===== src/rtl/alu_mul_sequencer.sv =====
// Shift-add multiplier controller that borrows an external N-bit ALU for its conditional adds.
// Optional signed mode is enabled with `define MUL_SIGNED_EN (adds port signed_i).
module alu_mul_sequencer #(
  parameter int unsigned N      = 4,
  parameter logic [3:0]  OP_ADD = 4'b0010
) (
  input  logic           clk_i,
  input  logic           rst_i,
  input  logic           start_i,
`ifdef MUL_SIGNED_EN
  input  logic           signed_i,
`endif
  input  logic [N-1:0]   multiplicando_i,
  input  logic [N-1:0]   multiplicador_i,
  output logic           busy_o,
  output logic           done_o,
  output logic [2*N-1:0] producto_o,
  output logic [N-1:0]   alu_a_o,
  output logic [N-1:0]   alu_b_o,
  output logic           alu_c_o,
  output logic           alu_invert_o,
  output logic [3:0]     alu_operacion_o,
  input  logic [N-1:0]   alu_resultado_i,
  input  logic           alu_c_i
);

  localparam int unsigned CW = $clog2(N) + 1;
  localparam logic [CW-1:0] LAST = CW'(N - 1);

  localparam logic [1:0] S_IDLE = 2'd0;
  localparam logic [1:0] S_ITER = 2'd1;
  localparam logic [1:0] S_DONE = 2'd2;

  logic [1:0]     state_q, state_d;
  logic [N-1:0]   a_q, a_d;
  logic [N-1:0]   q_q, q_d;
  logic [N-1:0]   m_q, m_d;
  logic [CW-1:0]  count_q, count_d;
  logic [2*N-1:0] prod_q, prod_d;
  logic [2*N-1:0] shifted;
  logic           in_iter;

`ifdef MUL_SIGNED_EN
  logic sign_q, sign_d;
`endif

  assign in_iter = (state_q == S_ITER);

  // {A,Q} after this cycle's add-and-shift; the ALU carry becomes the new A MSB.
  assign shifted = q_q[0] ? {alu_c_i, alu_resultado_i, q_q[N-1:1]}
                          : {1'b0, a_q, q_q[N-1:1]};

  always_comb begin
    state_d = state_q;
    a_d     = a_q;
    q_d     = q_q;
    m_d     = m_q;
    count_d = count_q;
    prod_d  = prod_q;
`ifdef MUL_SIGNED_EN
    sign_d  = sign_q;
`endif
    case (state_q)
      S_IDLE: begin
        if (start_i) begin
`ifdef MUL_SIGNED_EN
          m_d    = (signed_i && multiplicando_i[N-1]) ? -multiplicando_i : multiplicando_i;
          q_d    = (signed_i && multiplicador_i[N-1]) ? -multiplicador_i : multiplicador_i;
          sign_d = signed_i && (multiplicando_i[N-1] ^ multiplicador_i[N-1]);
`else
          m_d    = multiplicando_i;
          q_d    = multiplicador_i;
`endif
          a_d     = '0;
          count_d = '0;
          state_d = S_ITER;
        end
      end
      S_ITER: begin
        {a_d, q_d} = shifted;
        count_d    = count_q + CW'(1);
        if (count_q == LAST) begin
          state_d = S_DONE;
`ifdef MUL_SIGNED_EN
          prod_d  = sign_q ? -shifted : shifted;
`else
          prod_d  = shifted;
`endif
        end
      end
      S_DONE:  state_d = S_IDLE;
      default: state_d = S_IDLE;
    endcase
  end

  always_ff @(posedge clk_i or posedge rst_i) begin
    if (rst_i) begin
      state_q <= S_IDLE;
      a_q     <= '0;
      q_q     <= '0;
      m_q     <= '0;
      count_q <= '0;
      prod_q  <= '0;
`ifdef MUL_SIGNED_EN
      sign_q  <= 1'b0;
`endif
    end else begin
      state_q <= state_d;
      a_q     <= a_d;
      q_q     <= q_d;
      m_q     <= m_d;
      count_q <= count_d;
      prod_q  <= prod_d;
`ifdef MUL_SIGNED_EN
      sign_q  <= sign_d;
`endif
    end
  end

  assign busy_o          = (state_q == S_ITER) || (state_q == S_DONE);
  assign done_o          = (state_q == S_DONE);
  assign producto_o      = prod_q;
  assign alu_a_o         = in_iter ? a_q : '0;
  assign alu_b_o         = in_iter ? m_q : '0;
  assign alu_operacion_o = in_iter ? OP_ADD : '0;
  assign alu_c_o         = 1'b0;
  assign alu_invert_o    = 1'b0;

endmodule


===== config.mk =====
export PLATFORM = sky130hd
export DESIGN_NAME = alu_mul_sequencer
export DESIGN_NICKNAME = d
export VERILOG_FILES = /design/src/rtl/alu_mul_sequencer.sv
export SDC_FILE = /design/constraint.sdc
export NUM_CORES = 1
export LEC_CHECK = 0
export ABC_AREA = 1
export CORE_MARGIN = 1.5
export CORE_UTILIZATION = 35
export CTS_CLUSTER_DIAMETER = 200
export DETAILED_ROUTE_END_ITERATION = 10
export GPL_TIMING_DRIVEN = 0
export SKIP_CTS_REPAIR_TIMING = 1
export SKIP_LAST_GASP = 1
export SYNTH_ARGS = -nofsm -noshare
export SYNTH_HDL_FRONTEND = slang
export SYNTH_SLANG_ARGS = --single-unit

===== constraint.sdc =====
create_clock -name clk_i -period 1.7 [get_ports clk_i]
set_input_delay 0.34 -clock clk_i [delete_from_list [all_inputs] [get_ports clk_i]]
set_output_delay 0.34 -clock clk_i [all_outputs]
set_load 0.005 [all_outputs]

==> flow_summary.ini <==
[status]
outcome = finished, violations left
violations = setup timing

[global_routing]
antenna_found_initial = 0
overflow = 0
grt_max_degree = 26
grt_use_met1 = 0.180
grt_pass1_wl_um = 4690
grt_pass1_vias = 1112
grt.busiest_layer = met2
use_met3 = 0.0393
grt_use_total = 0.144
grt_util_met2 = 0.242

[cells_and_area]
final_cells = 255
drive_gt1_frac = 0.153
fin_nets = 231
final_cell_mix = nand2_1 (57), dfrtp_1 (24), clkdlybuf4s50_1 (24)
fill_cells = 321
layout_commonest_cell = nand2_1
layout.area.seq_um2 = 627
area_growth_pct = 44.9
multi_input_area_um2 = 514
antenna_cells = 0

[drt]
drc_errors = 0
vias = 1127
drt_iter0_markers = 51
ant_nets = 0
wl_per_cell_um = 11.3
wirelength_um = 2880
dr.pass1.iters = 4
vias_per_cell = 4.42

[pwr]
p_per_area_mw_per_mm2 = 1660
intPower_mw = 1.93
switchingPower_mw = 1.18
leakagePower_nw = 1.11
p_comb_frac = 0.567
power_frac_seq = 0.322
ir_drop_uv = 768
share_clk_of_total_power = 0.111
switching_share = 0.380

[worst_setup_path]
rr_worst_depth = 8
r2r_end = count_q[2]
critPathArrivalTime_ns = 1.62
crit_end = alu_a_o[0]
critPathKind = register to output port
reg2reg_from = state_q[0]
startpoint = state_q[1]
start_kind = register
cp.required_ns = 1.36
cp-end-kind = output port
r2r_setup_slack_ns = 0.15
worstPathMaxFanout = 5

[place]
io_buffers = 34
preCtsSetupSlack_ns = -0.226
globalplace.congestion = 0.788
dp.cells = 244
hpwl_um = 2030

[clocking]
cts_buffers = 3
cts_root_buf = clkbuf_8
htreeDepth = 1
cts_tree = built
insertion_delay_ns = 0.26
cts.sinks = 25
cts_buffer_depth = 2
cts.clk_slew.worst_paths_ns = 0.09

[die]
core-area_mm2 = 0.00344
io_pins = 40
fp-row-count = 21
die_y_um = 63.7
die-area_mm2 = 0.00406
die_w_um = 63.7
start_util = 0.374

[yosys]
yosysSeqAreaShare = 0.485
syn_area_per_cell_um2 = 8.05
postSynthCellCount = 160
ys_seq_elements = 25
ys.warnings.count = 0
synth.distinct_cells = 19
netlist_area_mm2 = 0.00129

[sta]
maxSlewViolCount = 0
tightest_slew_ns = 0.935
setup_slack_ns = -0.255
hold-worst-slack_ns = 0.480
fin_crit_sh = 1.15
min_period_ns = 1.96
finalSetupViolCount = 4
maxSlewHeadroom = 0.376
finClkSkew_ns = 0.00343
fmax_mhz = 511
rsz0062_at_grt = true
hold_viol_final = 0

[run]
maxCapViolations = 0

[hold_path]
worstHoldPathType = register to register
whs_path_depth = 2
[cells by family after synthesis]
family | count (synthesis) | share of synthesized area
compound gates | 23 | 0.100
other cells | 1 | 0.00291
simple gates | 70 | 0.226
buf+inv | 36 | 0.137
flops | 25 | 0.485
fa+ha+maj | 5 | 0.0485
[area by class of cell]
type / count / share of cell area
clock buffer: 3 / 0.0221
buffer: 11 / 0.0496
inverter: 25 / 0.0503
multi-input combinational: 103 / 0.275
timing repair buffer: 41 / 0.233
sequential: 25 / 0.336
tap: 46 / 0.0308
clock inverter: 1 / 0.00268
[power groups by stage]
| stage | sequential (mW) | clock (mW) | combinational, mW |
|---|---|---|---|
| after detailed placement | 0.995 | 0 | 1.54 |
| after floorplan | 0.983 | 0 | 0.926 |
| after CTS | 0.988 | 0.352 | 1.55 |
| after global routing | 1.04 | 0.367 | 1.97 |
| after global placement | 0.988 | 0 | 1.51 |
| final | 1.00 | 0.345 | 1.76 |
[sequential cells by signal, summed over array words and instances, names as in the netlist]
register,count
state_q,2
m_q,4
producto_o,8
count_q,3
q_q,4
a_q,4
[critical path, stage by stage (launching register included)]
cell and delay (ns):
dfrtp_1 0.41, inv_2 0.09, ha_4 0.15, buf_8 0.11, nand2_1 0.05, inv_1 0.05
clkdlybuf4s50_1 0.49
[Yosys cell counts]
cell type  instances  share of area
nor2_1             2         0.0058
inv_1             24          0.070
nand3_1            6          0.023
or2_2              1         0.0049
nand2_1           57           0.17
o21ai_0           21          0.082
nor2_2             1         0.0049
buf_4              6          0.035
inv_2              1         0.0029
conb_1             1         0.0029
o21ai_4            1          0.013
dfrtp_1           25           0.49
ha_1               5          0.049
buf_2              3          0.012
nand2_4            1         0.0087
nand4_1            1         0.0049
o21a_1             1         0.0058
buf_6              2          0.017
nand3_2            1         0.0078
[stage by stage]
step | total power, mW | utilization | setup TNS, ns | cell area [um^2]
2_1_floorplan | 1.91 | - | 0 | 1300
3_3_place_gp | 2.50 | 0.494 | -1.52 | 1700
3_5_place_dp | 2.54 | 0.494 | -1.65 | 1700
4_1_cts | 2.89 | 0.508 | -4.57 | 1750
5_1_grt | 3.38 | 0.542 | -0.644 | 1870
6_report | 3.11 | 0.542 | -0.361 | 1870
[per-layer routing]
layer,vias up,wire (um)
met5,-,0
met4,0,76
met1,500,1360
li1,574,-
met2,45,1260
met3,8,188
[worst min path at each step]
stage	start	end	slack (ns)
global route	m_q[0]	m_q[0]	0.50
CTS	m_q[0]	m_q[0]	0.48
floorplan	rst_i	a_q[0]	0.37
finish	m_q[0]	m_q[0]	0.48
detailed placement	m_q[0]	m_q[0]	0.46
global placement	m_q[0]	m_q[0]	0.46
No activity file was read; power rests on OpenSTA's default activity.
